File: config.mk
export PLATFORM = sky130hd
export DESIGN_NAME = uctl_sys_controller_tx
export DESIGN_NICKNAME = d
export VERILOG_FILES = /design/src/rtl/uctl_sys_controller_tx.sv
export SDC_FILE = /design/constraint.sdc
export NUM_CORES = 1
export LEC_CHECK = 0
export BUFFER_PORTS_ARGS = -buffer_cell sky130_fd_sc_hd__buf_2
export CAP_MARGIN = 10
export CELL_PAD_IN_SITES_DETAIL_PLACEMENT = 0
export CELL_PAD_IN_SITES_GLOBAL_PLACEMENT = 2
export CORE_MARGIN = 2
export CORE_UTILIZATION = 22
export DETAILED_ROUTE_END_ITERATION = 7
export PLACE_DENSITY_LB_ADDON = 0.1
export SLEW_MARGIN = 20
export SYNTH_ARGS = -nofsm -noshare
export SYNTH_HDL_FRONTEND = slang
export SYNTH_SLANG_ARGS = --single-unit
File: constraint.sdc
create_clock -name coreClk -period 2.93 [get_ports coreClk]
set_clock_uncertainty 0.15 [all_clocks]
set_input_delay 0.879 -clock coreClk [delete_from_list [all_inputs] [get_ports coreClk]]
set_output_delay 0.879 -clock coreClk [all_outputs]
set_load 0.05 [all_outputs]
File: src/rtl/uctl_sys_controller_tx.sv
// System-side transmit controller: moves 1..16 packets from system memory into one endpoint buffer via sepw.
// Optional full-retry backoff (WAIT state) enabled by defining UCTL_SCTRLTX_FULL_RETRY_EN.
module uctl_sys_controller_tx #(
  parameter int unsigned PKTCNTWD     = 9,
  parameter int unsigned RETRY_CYCLES = 16,
  parameter int unsigned RETRY_LIMIT  = 4
) (
  input  logic                coreClk,
  input  logic                uctl_rst_n,
  input  logic                sw_rst,
  input  logic                reg2sctrlTx_wr,
  input  logic [3:0]          reg2sctrlTx_epNum,
  input  logic [3:0]          reg2sctrlTx_wrCount,
  input  logic                reg2sctrlTx_listMode,
  output logic                sctrlTx2reg_updtWrBuf,
  output logic [3:0]          sctrlTx2reg_wrCnt,
  output logic [1:0]          sctrlTx2reg_status,
  output logic                sctrlTx2reg_full,
  output logic [4:0]          sctrlTx2reg_freePktCnt,
  input  logic                sepw2sctrlTx_bufFull,
  input  logic                sepw2sctrlTx_wrPtrsRcvd,
  input  logic                sepw2sctrlTx_transferDn,
  input  logic                sepw2sctrlTx_hdrWrDn,
  input  logic                sepw2sctrlTx_bufUpdtDn,
  input  logic [PKTCNTWD-1:0] sepw2sctrlTx_freePktCnt,
  output logic                sctrlTx2sepw_inIdle,
  output logic [3:0]          sctrlTx2sepw_epNum,
  output logic                sctrlTx2sepw_getWrPtrs,
  output logic                sctrlTx2sepw_wr,
  output logic                sctrlTx2sepw_hdrWr,
  output logic                sctrlTx2sepw_updtWrBuf,
  output logic                sctrlTx2sepw_rdAddrEn
);

  if (PKTCNTWD < 5 || RETRY_CYCLES < 1 || RETRY_LIMIT < 1) begin : g_bad_cfg
    $error("uctl_sys_controller_tx: unsupported parameter set");
  end

  typedef enum logic [2:0] {
    S_IDLE   = 3'd0,
    S_WRPTR  = 3'd1,
    S_WRDATA = 3'd2,
    S_WRHDR  = 3'd3,
    S_UPDT   = 3'd4
`ifdef UCTL_SCTRLTX_FULL_RETRY_EN
    , S_WAIT = 3'd5
`endif
  } state_e;

  localparam logic [1:0] ST_DONE  = 2'b00;
  localparam logic [1:0] ST_BUSY  = 2'b10;
  localparam logic [1:0] ST_ABORT = 2'b01;

  state_e     state_q, state_d;
  logic [3:0] pkt_done_q, pkt_done_d;
  logic       hold;
  logic       give_up;

`ifdef UCTL_SCTRLTX_FULL_RETRY_EN
  localparam int unsigned WCW = (RETRY_CYCLES > 1) ? $clog2(RETRY_CYCLES) : 1;
  localparam int unsigned RCW = $clog2(RETRY_LIMIT + 1);
  localparam logic [WCW-1:0] WAIT_LAST = WCW'(RETRY_CYCLES - 1);
  localparam logic [RCW-1:0] RETRY_MAX = RCW'(RETRY_LIMIT);

  logic [WCW-1:0] wait_q, wait_d;
  logic [RCW-1:0] retry_q, retry_d;

  always_comb give_up = (retry_q == RETRY_MAX);
`else
  always_comb give_up = 1'b1;
`endif

  // Reset (async or software) forces the idle decode so no strobe leaks out while it is held.
  always_comb hold = sw_rst | ~uctl_rst_n;

  always_comb begin
    state_d                = state_q;
    pkt_done_d             = pkt_done_q;
`ifdef UCTL_SCTRLTX_FULL_RETRY_EN
    wait_d                 = wait_q;
    retry_d                = retry_q;
`endif
    sctrlTx2sepw_inIdle    = 1'b0;
    sctrlTx2sepw_getWrPtrs = 1'b0;
    sctrlTx2sepw_wr        = 1'b0;
    sctrlTx2sepw_hdrWr     = 1'b0;
    sctrlTx2sepw_updtWrBuf = 1'b0;
    sctrlTx2sepw_rdAddrEn  = 1'b0;
    sctrlTx2reg_updtWrBuf  = 1'b0;
    sctrlTx2reg_full       = 1'b0;
    sctrlTx2reg_status     = ST_DONE;

    if (hold) begin
      state_d             = S_IDLE;
      pkt_done_d          = '0;
      sctrlTx2sepw_inIdle = 1'b1;
`ifdef UCTL_SCTRLTX_FULL_RETRY_EN
      wait_d              = '0;
      retry_d             = '0;
`endif
    end else begin
      unique case (state_q)
        S_IDLE: begin
          sctrlTx2sepw_inIdle = 1'b1;
          pkt_done_d          = '0;
`ifdef UCTL_SCTRLTX_FULL_RETRY_EN
          retry_d             = '0;
          wait_d              = '0;
`endif
          if (reg2sctrlTx_wr) begin
            sctrlTx2sepw_rdAddrEn  = 1'b1;
            sctrlTx2sepw_getWrPtrs = 1'b1;
            sctrlTx2reg_updtWrBuf  = 1'b1;
            sctrlTx2reg_status     = ST_BUSY;
            state_d                = S_WRPTR;
          end
        end

        S_WRPTR: begin
          sctrlTx2sepw_getWrPtrs = 1'b1;
          sctrlTx2reg_status     = ST_BUSY;
          if (sepw2sctrlTx_wrPtrsRcvd) begin
            if (reg2sctrlTx_listMode) begin
              state_d = S_UPDT;
            end else if (sepw2sctrlTx_bufFull) begin
              if (give_up) begin
                sctrlTx2reg_updtWrBuf = 1'b1;
                sctrlTx2reg_full      = 1'b1;
                sctrlTx2reg_status    = ST_ABORT;
                state_d               = S_IDLE;
              end else begin
`ifdef UCTL_SCTRLTX_FULL_RETRY_EN
                retry_d = retry_q + 1'b1;
                wait_d  = '0;
                state_d = S_WAIT;
`endif
              end
            end else begin
`ifdef UCTL_SCTRLTX_FULL_RETRY_EN
              retry_d = '0;
`endif
              state_d = S_WRDATA;
            end
          end
        end

        S_WRDATA: begin
          sctrlTx2sepw_wr    = 1'b1;
          sctrlTx2reg_status = ST_BUSY;
          if (sepw2sctrlTx_transferDn) state_d = S_WRHDR;
        end

        // Header goes after data since it carries the byte count of the packet just streamed.
        S_WRHDR: begin
          sctrlTx2sepw_hdrWr = 1'b1;
          sctrlTx2reg_status = ST_BUSY;
          if (sepw2sctrlTx_hdrWrDn) state_d = S_UPDT;
        end

        S_UPDT: begin
          if (reg2sctrlTx_listMode) begin
            sctrlTx2reg_updtWrBuf = 1'b1;
            sctrlTx2reg_status    = ST_DONE;
            state_d               = S_IDLE;
          end else begin
            sctrlTx2sepw_updtWrBuf = 1'b1;
            sctrlTx2reg_status     = ST_BUSY;
            if (sepw2sctrlTx_bufUpdtDn) begin
              if (pkt_done_q == reg2sctrlTx_wrCount) begin
                sctrlTx2reg_updtWrBuf = 1'b1;
                sctrlTx2reg_status    = ST_DONE;
                state_d               = S_IDLE;
              end else begin
                pkt_done_d = pkt_done_q + 4'd1;
                state_d    = S_WRPTR;
              end
            end
          end
        end

`ifdef UCTL_SCTRLTX_FULL_RETRY_EN
        S_WAIT: begin
          sctrlTx2reg_status = ST_BUSY;
          if (wait_q == WAIT_LAST) begin
            wait_d  = '0;
            state_d = S_WRPTR;
          end else begin
            wait_d = wait_q + 1'b1;
          end
        end
`endif

        default: state_d = S_IDLE;
      endcase
    end
  end

  always_ff @(posedge coreClk or negedge uctl_rst_n) begin
    if (!uctl_rst_n) begin
      state_q    <= S_IDLE;
      pkt_done_q <= '0;
`ifdef UCTL_SCTRLTX_FULL_RETRY_EN
      wait_q     <= '0;
      retry_q    <= '0;
`endif
    end else begin
      state_q    <= state_d;
      pkt_done_q <= pkt_done_d;
`ifdef UCTL_SCTRLTX_FULL_RETRY_EN
      wait_q     <= wait_d;
      retry_q    <= retry_d;
`endif
    end
  end

  always_comb begin
    sctrlTx2reg_wrCnt  = reg2sctrlTx_wrCount - pkt_done_q;
    sctrlTx2sepw_epNum = reg2sctrlTx_epNum;
    if (sepw2sctrlTx_freePktCnt > PKTCNTWD'(30)) sctrlTx2reg_freePktCnt = 5'd31;
    else                                         sctrlTx2reg_freePktCnt = sepw2sctrlTx_freePktCnt[4:0];
  end

endmodule
==> results.cfg <==
[yosys]
syn_avg_cell_area_um2 = 7.551
ys_seq_elements = 7
synth_edf_count = 0
async_flop_share = 1.000
netlist_area_um2 = 853.3
synth_cells = 113
synthDistinctLibCells = 44
ys.flop_type = dfrtp_1
ys.warnings.count = 0
seq_area_frac_synth = 0.2053
syn_nets = 145

[drt]
postRouteWirelength_um = 2578
ant_nets = 0
drt-pass1-iter-count = 4
avgRoutedWirePerCell_um = 11.99
vias_per_cell = 4.619
remaining_drc_errors = 0
drtIter0Drc = 41
dr_total_vias = 993

[timing]
fin_tns_setup_ns = -0.05012
min_period_ns = 2.980
setup_viol = 1
fmax_mhz = 335.6
period_share = 1.017
worst_slack_ns = -0.05012
slew_violations = 0
hold_violations = 0
slew_headroom = 0.7900
hold_slack_ns = 0.4427
tightest_slew_ns = 0.3138
rsz0062_at_grt = true

[clock_tree]
cts_tree = done
root_buffer = clkbuf_8
numCtsBuffers = 3
cts_max_path_buffers = 2
clk_pin_slew_ns = 0.04
htree_levels = 1
clock-sinks = 7
worstSkewPairLatency_ns = 0.23

[die]
core_um2 = 3689
die_y_um = 66.28
start_util = 0.2313
die_area_um2 = 4393
die_x_um = 66.28
core.rowCount = 22
io_pins = 50

[grt]
grt_max_degree = 19
overflow = 0
grt_pass1_wl_um = 4443
antenna_found_initial = 0
grt_pass1_vias = 937
track_usage = 0.1296

[setup_path]
cp.required_ns = 1.90
critPathKind = input pin to output pin
crit_arrival_ns = 1.95
cp_max_fo = 2
cp-start-kind = input pin
endpoint_kind = output pin

[finish]
fillCellCount = 396
area_delta_synth_final_pct = 79.18
postLayoutCoreUtil = 0.4145
nets = 200
drive_gt1_frac = 0.5389
diodes = 0

[power_and_ir_drop]
pwr-share-clk = 0.350
power_mw = 0.3832
pwr-share-seq = 0.258
power.share.switching = 0.3248
p_leak_nw = 0.6516
powerDensity_nw_per_um2 = 250.6
ir_worst_vdd_mv = 0.1133
internal-power_mw = 0.2587
power.switching_mw = 0.1245
p_comb_frac = 0.393

[status]
status = complete, but fails checks
violations = negative setup slack

[job]
maxCapViolations = 0

[placement]
io_buffers = 41
dp.final_hpwl_um = 2127
place_congestion = 0.7939
dp_slack_ns = -0.1851

[hold_path]
hold_path.class = input pin to asynchronous set/reset pin
[registers in the layout (all words and copies together), names as in the netlist]
| register | flops |
|---|---|
| pkt_done_q | 4 |
| state_q | 3 |
[synthesized netlist by cell type, types with 2 or more instances]
library cell | n | area share
nor3_1 | 2 | 0.012
a21oi_1 | 4 | 0.023
nor2_1 | 11 | 0.048
a31oi_1 | 4 | 0.029
and3_1 | 2 | 0.015
inv_1 | 8 | 0.035
a21o_1 | 3 | 0.026
nand3_1 | 5 | 0.029
nand4b_1 | 2 | 0.021
nor2b_1 | 2 | 0.015
dfrtp_1 | 7 | 0.21
clkbuf_1 | 5 | 0.022
or3b_1 | 2 | 0.021
nor3b_1 | 2 | 0.018
buf_4 | 4 | 0.035
nand2b_1 | 9 | 0.066
nand2_1 | 11 | 0.048
ha_1 | 4 | 0.059
[worst paths after layout]
kind | from | endpoint | slack [ns] | cells past startpoint
worst max-delay path | reg2sctrlTx_wrCount[1] | sctrlTx2reg_updtWrBuf | -0.05 | 7
worst min-delay path | uctl_rst_n | pkt_done_q[0] | 0.44 | 2
worst max register to register | pkt_done_q[2] | pkt_done_q[3] | 0.93 | 7
worst min register to register | pkt_done_q[2] | pkt_done_q[2] | 0.46 | 2
max in group asynchronous | uctl_rst_n | pkt_done_q[2] | 2.07 | 2
min in group coreClk | pkt_done_q[2] | pkt_done_q[2] | 0.46 | 2
[repair_timing]
action	4_1_cts	5_1_grt
hold buffers	0	0
gates resized for setup	19	9
endpoints found under the setup margin	6	9
setup buffers	0	1
gates cloned	0	0
hold endpoints to repair	0	0
pin swaps	7	3
[critical path, cell delays in order]
cell     delay [ns]
buf_6          0.10
ha_4           0.22
nand3_4        0.10
nor2_4         0.05
and2_4         0.16
o311a_4        0.30
buf_8          0.15
[cells in the final DEF, fill, tap and decap left out, drive strengths merged, types with 3 or more instances in the layout]
master,n
a31oi,4
ha,4
nor2,11
o21ai,3
inv,8
a21oi,4
buf,56
nor3,3
nand2b,9
a21o,3
nand2,11
dfrtp,7
clkbuf,7
nand3,5
[logic make-up after synthesis]
family / Yosys count / share of synthesized area
AND/OR/NAND/NOR: 58 / 0.3842
flip-flops: 7 / 0.2053
multiplexers: 1 / 0.01320
AO/OA/AOI/OAI: 22 / 0.1833
buffers and inverters: 17 / 0.09238
XOR/XNOR: 3 / 0.03960
adder cells (fa/ha/maj): 5 / 0.08211
[metal layers]
layer,up-vias,share of wire,routed length (um),track usage
met4,0,0.012,31,0.03827
met2,31,0.43,1119,0.1825
li1,502,-,-,-
met1,456,0.50,1290,0.1982
met5,-,0,0,0
met3,4,0.053,136,0.02044
[power by group through the flow]
stage / sequential, mW / clock [mW] / combinational (mW)
6_report: 0.0987 / 0.134 / 0.150
3_5_place_dp: 0.100 / 0 / 0.135
5_1_grt: 0.0987 / 0.142 / 0.162
3_3_place_gp: 0.100 / 0 / 0.135
4_1_cts: 0.0987 / 0.138 / 0.149
2_1_floorplan: 0.101 / 0 / 0.100
[cell type report]
type | instances | area [um^2] | share of cell area
clock buffer | 4 | 45.04 | 0.02946
inverter | 8 | 32.53 | 0.02128
multi-input combinational | 89 | 812.0 | 0.5311
sequential | 7 | 175.2 | 0.1146
tap | 48 | 60.06 | 0.03928
timing repair buffer | 59 | 404.1 | 0.2643
[metrics by stage]
stage / std cells / cell area (um^2)
after floorplan: 113 / 1044
after global placement: 210 / 1378
after detailed placement: 210 / 1378
after CTS: 214 / 1493
after global routing: 215 / 1529
final: 215 / 1529
(Power assumes the default switching activity.)
